$ cat src/rtl/sw_debounce.sv
// sw_debounce: conditions raw switch pins into a clean switch word.
// Each bit passes a two-flop synchronizer and a tick-sampled stability
// filter; rise/fall pulses and sticky change flags accompany every
// accepted level change. All outputs come straight from flops.
module sw_debounce #(
  parameter int unsigned WIDTH      = 16,
  parameter int unsigned TICK_DIV   = 1000,
  parameter int unsigned STABLE_CNT = 4
) (
  input  logic             clk,
  input  logic             rst_n,
  input  logic             en_i,
  input  logic [WIDTH-1:0] pin_sw_i,
  input  logic [WIDTH-1:0] chg_clr_i,
  output logic [WIDTH-1:0] sw_o,
  output logic [WIDTH-1:0] sw_rise_o,
  output logic [WIDTH-1:0] sw_fall_o,
  output logic [WIDTH-1:0] sw_chg_o,
  output logic             tick_o
);

  localparam int unsigned PW = (TICK_DIV > 1) ? $clog2(TICK_DIV) : 1;
  localparam int unsigned CW = (STABLE_CNT > 1) ? $clog2(STABLE_CNT) : 1;
  localparam logic [PW-1:0] PMAX = PW'(TICK_DIV - 1);
  localparam logic [CW-1:0] CMAX = CW'(STABLE_CNT - 1);

  logic [WIDTH-1:0]         sync1_q, sync2_q;
  logic [PW-1:0]            pcnt_q, pcnt_d;
  logic                     tick;
  logic                     tick_q;
  logic [WIDTH-1:0][CW-1:0] cnt_q, cnt_d;
  logic [WIDTH-1:0]         sw_q, sw_d;
  logic [WIDTH-1:0]         rise_q, rise_d;
  logic [WIDTH-1:0]         fall_q, fall_d;
  logic [WIDTH-1:0]         chg_q, chg_d;

  // Two-flop synchronizer; runs independently of the enable.
  always_ff @(posedge clk) begin
    if (!rst_n) begin
      sync1_q <= '0;
      sync2_q <= '0;
    end else begin
      sync1_q <= pin_sw_i;
      sync2_q <= sync1_q;
    end
  end

  // Prescaler: wraps every TICK_DIV enabled cycles; frozen while disabled.
  always_comb begin
    tick   = en_i && (pcnt_q == PMAX);
    pcnt_d = pcnt_q;
    if (en_i) begin
      pcnt_d = tick ? '0 : pcnt_q + 1'b1;
    end
  end

  // Per-bit stability filter plus edge pulses and sticky change flags.
  always_comb begin
    cnt_d  = cnt_q;
    sw_d   = sw_q;
    rise_d = '0;
    fall_d = '0;
    if (tick) begin
      for (int unsigned i = 0; i < WIDTH; i++) begin
        if (sync2_q[i] == sw_q[i]) begin
          cnt_d[i] = '0;
        end else if (cnt_q[i] == CMAX) begin
          cnt_d[i]  = '0;
          sw_d[i]   = sync2_q[i];
          rise_d[i] = sync2_q[i];
          fall_d[i] = ~sync2_q[i];
        end else begin
          cnt_d[i] = cnt_q[i] + 1'b1;
        end
      end
    end
    // Set takes priority over a simultaneous clear.
    chg_d = (chg_q & ~chg_clr_i) | rise_d | fall_d;
  end

  // State and registered outputs.
  always_ff @(posedge clk) begin
    if (!rst_n) begin
      pcnt_q <= '0;
      tick_q <= 1'b0;
      cnt_q  <= '0;
      sw_q   <= '0;
      rise_q <= '0;
      fall_q <= '0;
      chg_q  <= '0;
    end else begin
      pcnt_q <= pcnt_d;
      tick_q <= tick;
      cnt_q  <= cnt_d;
      sw_q   <= sw_d;
      rise_q <= rise_d;
      fall_q <= fall_d;
      chg_q  <= chg_d;
    end
  end

  assign sw_o      = sw_q;
  assign sw_rise_o = rise_q;
  assign sw_fall_o = fall_q;
  assign sw_chg_o  = chg_q;
  assign tick_o    = tick_q;

endmodule

$ cat config.mk
export PLATFORM = sky130hd
export DESIGN_NAME = sw_debounce
export DESIGN_NICKNAME = d
export VERILOG_FILES = /design/src/rtl/sw_debounce.sv
export SDC_FILE = /design/constraint.sdc
export NUM_CORES = 1
export LEC_CHECK = 0
export ABC_CLOCK_PERIOD_IN_PS = 1750
export CORE_MARGIN = 2
export CORE_UTILIZATION = 30
export DETAILED_ROUTE_END_ITERATION = 8
export SLEW_MARGIN = 20
export SYNTH_ARGS = -nofsm -noshare
export SYNTH_HDL_FRONTEND = slang
export SYNTH_SLANG_ARGS = --single-unit
export TNS_END_PERCENT = 30
$ cat constraint.sdc
create_clock -name clk -period 1.75 [get_ports clk]
set_input_delay 0.35 -clock clk [delete_from_list [all_inputs] [get_ports clk]]
set_output_delay 0.35 -clock clk [all_outputs]
set_load 0.01 [all_outputs]
-- After elaboration in Yosys (flattened, before gate mapping)
Cells that the tools add are included.
- add/sub/neg operators: 17
- eq/ne operators: 33
- muxes and demuxes: 99
- bitwise logic cells: 36
- reductions and logical operators: 17
- operators with widths (operator ; number):
    1-bit two-way mux ; 64
    2-bit two-way mux ; 32
    3-bit AND reduction ; 16
    2-bit by 1-bit adder with 2-bit output, second input constant ; 16
    2-bit equality test, second input constant ; 16
    16-bit two-way mux ; 2
    1-bit NOT ; 32
    16-bit OR ; 2
    16-bit bitwise AND ; 1
    1-bit equality test ; 16
    16-bit NOT ; 1
    10-bit by 1-bit adder with 10-bit output, second input constant ; 1
    10-bit equality test, second input constant ; 1
    10-bit two-way mux ; 1
    1-bit logical AND ; 1
- flip-flop bits (word level): 139
- input bits: 35
- word-level logic and storage cells: 241

-- Longest topological paths before layout
Gate-level depths: netlist of the first run.
- depth after elaboration: 6
- mapped depth: 6

-- Worst setup path before layout of the first run
No wires, ideal clock.
- kind: reg2reg
- start: register pcnt_q[4]
- end: register rise_q[10] (netlist: sw_rise_o[10])
- library setup time: 0.061 ns
- data arrival time: 1.510 ns
- required time: 1.689 ns
- setup slack: 0.179 ns
- stages on the path, launching flop included: 6
- path buffers: 2
- clock period less this slack: 1.571 ns
- path through: dfxtp_1 -> buf_6 -> or3b_4 -> nor4_4 -> buf_6 -> and4b_1
- cells in the longest elaborated chain, start to end: 3
- ends and longest elaborated chain (item ; RTL line ; text):
    start: declaration ; 28 ; logic [PW-1:0] pcnt_q, pcnt_d;
    start signal: assignment ; 92 ; pcnt_q <= pcnt_d;
    10-bit equality test ; 50 ; tick = en_i && (pcnt_q == PMAX);
    1-bit logical AND ; 50 ;
    16-bit two-way mux ; 63 ; if (tick) begin
    end signal: assignment ; 96 ; rise_q <= rise_d;
    end: declaration ; 33 ; logic [WIDTH-1:0] rise_q, rise_d;
No other way between the ends.
A chain may end at the register's enable or synchronous reset.

-- Worst setup path in the final report of the first run
- start: register sw_q[5] (netlist: sw_o[5])
- end: output port sw_o[5]
- RTL lines (item ; RTL line ; text):
    start: declaration ; 32 ; logic [WIDTH-1:0] sw_q, sw_d;
    start signal: assignment ; 95 ; sw_q <= sw_d;
    end: declaration ; 15 ; output logic [WIDTH-1:0] sw_o,
No word-level cell between the ends.

==> results.yml, run 1 <==
status:
  run_status: "finished clean"
timing:
  final_min_period_over_clock_period_pct: 95.89
  fin_tns_setup_ns: 0
  max-slew-margin-rel_pct: 77.56
  drv_slew: 0
  measured_slew_at_the_worst_slew_check_pin_ns: 0.3281
  finalWorstPathRequiredPeriod_ns: 1.678
  final_hold_violations: 0
  hold_ws_ns: 0.3973
  finalSetupViolations: 0
  clock.fmax_ghz: 0.5959
  rsz_0062_raised_after_global_routing: "false"
  final.setup_skew_ns: 0.007674
worst_setup_path:
  critical_path_class: "reg -> out"
  critPathTopFamily: "buffers and inverters"
  arrival_ns: 1.33
  critical-path-slowest-cell: "sky130_fd_sc_hd__clkdlybuf4s50_1"
  crit_fanout: 5
  cp.required_ns: 1.40
  worst_path_buf_inv: 1
  critical-path-max-stage-delay_ns: 0.54
  critPathCaptureType: "primary output"
  startpoint_type: "flip-flop"
  path_cells: "clkdlybuf4s50_1"
place:
  dp.cells: 860
  place_congestion: 0.7245
  detailed_place_hpwl_um: 8614
  io_buffer_count: 99
pwr:
  share_clk_of_total_power_pct: 50.7
  totalPowerFinal_uw: 7084
  pwr-share-seq_pct: 45.6
  powerDensity_mw_per_mm2: 959.4
  power.share.combinational_pct: 3.6
  intPower_uw: 5608
  power.net_switching_uw: 1476
  power.switching_fraction_pct: 20.84
  irDropWorstVdd_mv: 0.6789
  p_leak_uw: 0.003224
grt:
  gr-usage-met3_pct: 3.833
  gr-total-overflow: 0
  grt_first_pass_wirelength_um: 21020
  first_global_vias: 4333
  met1_use_gr_pct: 15.72
  grt_most_used_layer: "met2"
  grt_antenna_before_repair: 0
  track_usage_pct: 13.40
  grt_use_met2_pct: 22.50
  grt_start_max_net_pins: 85
clock_network:
  cts_made_buffers: 17
  clock_tree.buffer_depth: 2
  clock-root-buffer: "sky130_fd_sc_hd__clkbuf_16"
  cts_htree_levels: 4
  clk_pin_slew_worst_paths_ns: 0.06
  cts_hold_buffers: 0
  clock_latency_ns: 0.42
  post-cts-setup-buffer-count: 0
  cts_sinks: 139
  tritoncts_clock_tree: "done"
logic_synthesis:
  synth_largest_area_cell: "sky130_fd_sc_hd__dfxtp_1"
  count_of_flip_flops_with_a_built_in_enable_after_synthesis: 0
  synth_common_cells: "sky130_fd_sc_hd__dfxtp_1 (139), sky130_fd_sc_hd__nand2_1 (74), sky130_fd_sc_hd__mux2i_1 (48), sky130_fd_sc_hd__nand3_1 (46), sky130_fd_sc_hd__and2_1 (32)"
  gate_count_after_technology_mapping: 543
  post_synth_main_area_contributors: "sky130_fd_sc_hd__dfxtp_1 (51%), sky130_fd_sc_hd__mux2i_1 (8.8%), sky130_fd_sc_hd__and4b_1 (5.3%)"
  syn_nets: 595
  synthDominantCellAreaShare_pct: 50.74
  ys_async_sr_fraction_pct: 0
  yosys.cell_count.top_type: "sky130_fd_sc_hd__dfxtp_1"
  yosys_warnings: 0
  netlist_area_pre_place_mm2: 0.005484
  post_synth.cell_area_avg_um2: 10.10
  synth-main-ff-cell: "sky130_fd_sc_hd__dfxtp_1"
  synth.yosys.seq_area_share_pct: 50.74
  number_of_distinct_library_cell_variants_in_the_gate_level_netlist_after_synthesis: 44
  synth-seq-cells: 139
layout:
  finalNonFillerCells: 891
  antennaDiodeCount: 0
  nets: 702
  layout-area-overhead-vs-synth_pct: 34.63
  drive_gt1_share_pct: 9.819
  finish.utilization_pct: 41.10
route:
  final_wirelength_um: 12440
  routed-via-count: 4320
  routed_via_density: 4.848
  drc: 0
  antenna_left: 0
  routed_wire_length_per_instance_um: 13.97
  drt-pass1-iter-count: 4
  drt-initial-drc-count: 183
floorplan:
  placeable_area_mm2: 0.01796
  top_level_port_count: 100
  fp.dieW_um: 139.2
  core.rowCount: 49
  die-height_um: 139.2
  fp.dieArea_mm2: 0.01938
  initial_cell_density_of_the_core_pct: 30.53
flow_run:
  max_cap_viol_count: 0
hold_path:
  hold_path.class: "in -> reg"
[per-layer routing]
| layer | up-vias | wire length (um) |
|---|---|---|
| li1 | 2132 | - |
| met5 | - | 0 |
| met4 | 0 | 310 |
| met3 | 22 | 631 |
| met2 | 116 | 5970 |
| met1 | 2050 | 5532 |
[path summary, 6_finish.rpt]
check,start,to,slack [ns],cells after the start
setup reg to reg,pcnt_q[9]$_SDFFE_PN0P_,sw_rise_o[5]$_SDFF_PN0_,0.08,4
setup / recovery,sw_o[5]$_SDFFE_PN0P_,sw_o[5],0.07,1
hold / removal,rst_n,pcnt_q[2]$_SDFFE_PN0P_,0.40,4
hold reg to reg,sync1_q[2]$_SDFF_PN0_,sync2_q[2]$_SDFF_PN0_,0.43,1
[power by group through the flow]
stage                     registers, uW  logic (uW)  clock network, uW
final                              3230         256               3590
after global placement             3300         252                  0
after floorplan                    3290         130                  0
after detailed placement           3300         257                  0
after global routing               3240         281               3840
after CTS                          3230         258               3710
[sequential cells by signal, summed over array words and instances (netlist names)]
signal and flops:
cnt_q 32, pcnt_q 10, sw_chg_o 16, sw_fall_o 16, sw_o 16, sw_rise_o 16, sync1_q 16, sync2_q 16
tick_o 1
[kinds of logic after synthesis]
logic type / after synthesis / synth area share (%)
AND/OR/NAND/NOR: 252 / 26.81
flip-flops: 139 / 50.74
multiplexers: 48 / 8.761
buffers and inverters: 36 / 3.285
AO/OA/AOI/OAI: 33 / 3.650
XOR/XNOR: 18 / 2.875
adder cells (fa/ha/maj): 17 / 3.879
[layout make-up]
cell class / count / area (um2)
tap: 229 / 286.5
timing repair buffer: 121 / 1179
clock buffer: 20 / 446.7
clock inverter: 11 / 145.1
multi-input combinational: 368 / 2527
sequential: 139 / 2788
inverter: 3 / 11.26
fill: 1727 / 10580
[cell usage in the layout (no fill, tap or decap), types with 4 or more instances in the layout]
| cell type | n |
|---|---|
| sky130_fd_sc_hd__nand2_1 | 74 |
| sky130_fd_sc_hd__ha_1 | 17 |
| sky130_fd_sc_hd__clkbuf_16 | 17 |
| sky130_fd_sc_hd__dfxtp_2 | 4 |
| sky130_fd_sc_hd__xor2_1 | 17 |
| sky130_fd_sc_hd__dlygate4sd2_1 | 13 |
| sky130_fd_sc_hd__clkdlybuf4s50_1 | 85 |
| sky130_fd_sc_hd__and4b_1 | 29 |
| sky130_fd_sc_hd__nand3_1 | 46 |
| sky130_fd_sc_hd__mux2i_1 | 48 |
| sky130_fd_sc_hd__dfxtp_1 | 135 |
| sky130_fd_sc_hd__buf_4 | 19 |
| sky130_fd_sc_hd__nor2_1 | 18 |
| sky130_fd_sc_hd__nand3b_1 | 16 |
| sky130_fd_sc_hd__and2_1 | 32 |
| sky130_fd_sc_hd__o21ai_0 | 16 |
| sky130_fd_sc_hd__nand4_1 | 18 |
[per-stage QoR]
step	instance area [um2]	worst slack [ns]
after floorplan	5484	0.1794
after global placement	6799	-0.07479
after detailed placement	6799	-0.1126
after CTS	7378	0.03701
after global routing	7383	0.001136
final	7383	0.07187
[repair_timing]
item / CTS / global route
gates resized for setup: 16 / 2
endpoints found under the setup margin: 16 / 14
pin swaps: 0 / 1
(Power assumes the default switching activity.)
==> inputs of run 2 (changes only) <==
--- a/config.mk
+++ b/config.mk
@@ -5,7 +5,7 @@
 export SDC_FILE = /design/constraint.sdc
 export NUM_CORES = 1
 export LEC_CHECK = 0
-export ABC_CLOCK_PERIOD_IN_PS = 1750
+export ABC_CLOCK_PERIOD_IN_PS = 1300
 export CORE_MARGIN = 2
 export CORE_UTILIZATION = 30
 export DETAILED_ROUTE_END_ITERATION = 8
==> constraint.sdc (replaced) <==
create_clock -name clk -period 1.3 [get_ports clk]
set_input_delay 0.26 -clock clk [delete_from_list [all_inputs] [get_ports clk]]
set_output_delay 0.26 -clock clk [all_outputs]
set_load 0.01 [all_outputs]
==> run 2 against run 1 <==
- the flow now finishes with violations (negative setup slack)
- register-to-register slack lost 0.28 ns
- sequential cell count is the same
- worst setup slack lost 0.27 ns
- total power grew 35%
- wire length grew 6.3%
- global-route usage grew 0.083 points
- clock skew grew 0.0012 ns
- critical path depth grew 3
- die area is the same
- clock power grew 33%
- via count grew 1.9%
- largest power group unchanged
- highest routed layer unchanged
==> results.yml, run 2 (synthesis results as in run 1) <==
status:
  run_status: "finished with violations"
  failed_checks: "negative setup slack"
worst_setup_path:
  regToRegEndpoint: "sw_rise_o[2]$_SDFF_PN0_"
  critical_path_class: "reg -> reg"
  critPathCaptureType: "flip-flop"
  startpoint_type: "flip-flop"
  critical_path.reg2reg.startpoint: "pcnt_q[6]$_SDFFE_PN0P_"
  critical-path-slowest-cell: "sky130_fd_sc_hd__nor4_4"
  count_of_cells_along_the_worst_register_to_register_path: 4
  rrSetupSlack_ns: -0.20
  crit_fanout: 12
  arrival_ns: 1.85
  timing.critical_path.depth: 4
  critical-path-max-stage-delay_ns: 0.37
  cp.required_ns: 1.65
  critPathTopFamily: "simple AND/OR/NAND/NOR gates"
  path_cells: "nand4_1 > nor4_4 > buf_4 > and4b_2"
  worst_path_buf_inv: 1
place:
  place_congestion: 0.7930
  detailed_place.area_mm2: 0.006965
  preCtsSetupSlack_ns: -0.5871
  detailed_place_hpwl_um: 8616
  io_buffer_count: 99
clock_network:
  cts_made_buffers: 17
  tritoncts_clock_tree: "done"
  clock_latency_ns: 0.41
  cts_hold_buffers: 0
  clock-root-buffer: "sky130_fd_sc_hd__clkbuf_16"
  clock_tree.buffer_depth: 2
  clk_pin_slew_worst_paths_ns: 0.06
  cts_sinks: 139
  cts_htree_levels: 4
hold_path:
  worstHoldStart: "en_i"
  hold_path.class: "in -> reg"
  cell_depth_of_the_worst_hold_path: 4
  worst_hold_path.endpoint: "pcnt_q[2]$_SDFFE_PN0P_"
layout:
  most-common-layout-cells: "sky130_fd_sc_hd__dfxtp_1 (124), sky130_fd_sc_hd__nand2_1 (74), sky130_fd_sc_hd__mux2i_1 (48), sky130_fd_sc_hd__nand3_1 (45), sky130_fd_sc_hd__dlygate4sd2_1 (34)"
  finish.utilization_pct: 42.90
  drive_gt1_share_pct: 19.22
  final_common_cell: "sky130_fd_sc_hd__dfxtp_1"
  register_with_the_most_flip_flops: "cnt_q"
  antennaDiodeCount: 0
  largest_register_ffs: 32
  layout-area-overhead-vs-synth_pct: 40.52
  nets: 732
  layout.cell_area.non_filler_mm2: 0.007706
timing:
  final_hold_violations: 0
  final.setup_skew_ns: 0.008897
  clock.fmax_ghz: 0.6664
  rsz_0062_raised_after_global_routing: "true"
  layout_setup_ws_ns: -0.2005
  finalSetupViolations: 101
  max-slew-margin-rel_pct: 80.84
  drv_slew: 0
  measured_slew_at_the_worst_slew_check_pin_ns: 0.2865
  fin_tns_setup_ns: -11.36
  finalWorstPathRequiredPeriod_ns: 1.500
  final_min_period_over_clock_period_pct: 115.4
pwr:
  powerDensity_mw_per_mm2: 1238
  totalPowerFinal_uw: 9541
  p_leak_uw: 0.003559
  irDropWorstVdd_mv: 0.8999
route:
  antenna_left: 0
  routed-via-count: 4402
  drc: 0
  routed_via_density: 4.780
  drt-pass1-iter-count: 5
  routed_wire_length_per_instance_um: 14.37
  drt-initial-drc-count: 158
  final_wirelength_um: 13230
flow_run:
  max_cap_viol_count: 0
grt:
  gr-total-overflow: 0
  grt_antenna_before_repair: 0
  first_global_vias: 4452
  track_usage_pct: 13.48
  grt_start_max_net_pins: 63
  grt_first_pass_wirelength_um: 21250
floorplan:
  core.rowCount: 49
  top_level_port_count: 100
  fp.dieW_um: 139.2
  placeable_area_mm2: 0.01796
  die-height_um: 139.2
  initial_cell_density_of_the_core_pct: 30.53
  fp.dieArea_mm2: 0.01938
==> run 2: cell count changes in the layout (fill, tap and decap cells not counted), sizes merged <==
cell / delta
dlymetal6s2s: +1
clkdlybuf4s50: -53
clkinv: -2
clkdlybuf4s15: +16
dlygate4sd2: +21
clkbuf: +12
buf: +34
clkinvlp: +2
bufinv: -1
==> run 2: worst reg2reg max path, delay by kind of cell (launching register included) <==
kind | cells | cell delay [ns]
buffers and inverters | 1 | 0.24
DFF | 1 | 0.33
and+or+nand+nor | 3 | 0.88
==> run 2: worst max path at each step <==
stage                                       from                       to  slack (ns)
after CTS                 pcnt_q[7]$_SDFFE_PN0P_  sw_rise_o[2]$_SDFF_PN0_       -0.19
after global placement                      en_i   pcnt_q[8]$_SDFFE_PN0P_       -0.54
after floorplan           pcnt_q[3]$_SDFFE_PN0P_    cnt_q[0]$_SDFFE_PN0P_       -0.20
after global routing      pcnt_q[5]$_SDFFE_PN0P_  sw_fall_o[4]$_SDFF_PN0_       -0.28
final                     pcnt_q[6]$_SDFFE_PN0P_  sw_rise_o[2]$_SDFF_PN0_       -0.20
after detailed placement                    en_i   pcnt_q[8]$_SDFFE_PN0P_       -0.59
==> run 2: power by group <==
part | internal (uW) | total, uW | switching (uW)
Sequential | 4300 | 4340 | 33.7
Clock | 2960 | 4790 | 1820
Combinational | 230 | 417 | 187
Total | 7500 | 9540 | 2040
==> run 2: area by class of cell <==
class / count / area, um2
Clock inverter: 10 / 116.4
Multi-Input combinational cell: 368 / 2592
Sequential cell: 139 / 2816
Fill cell: 1690 / 10260
Tap cell: 229 / 286.5
Timing Repair Buffer: 151 / 1413
Clock buffer: 21 / 470.5
Inverter: 3 / 11.26
==> run 2: metrics by stage <==
| stage | instances | hold slack [ns] |
|---|---|---|
| after floorplan | 543 | 0.3873 |
| after global placement | 878 | 0.4167 |
| after detailed placement | 878 | 0.4185 |
| after CTS | 910 | 0.3096 |
| after global routing | 921 | 0.3331 |
| final | 921 | 0.3262 |
==> run 2: metal layers <==
layer | track usage [%] | wire [um]
met5 | 0 | 0
met4 | 5.742 | 188
met3 | 3.936 | 675
met2 | 22.58 | 6405
met1 | 16.16 | 5965
==> run 2: what timing repair did <==
action | in CTS | in global routing
pin swaps | 20 | 23
buffers inserted | 1 | 9
resized for setup | 119 | 64
endpoints found under the setup margin | 171 | 133
cloned | 0 | 2
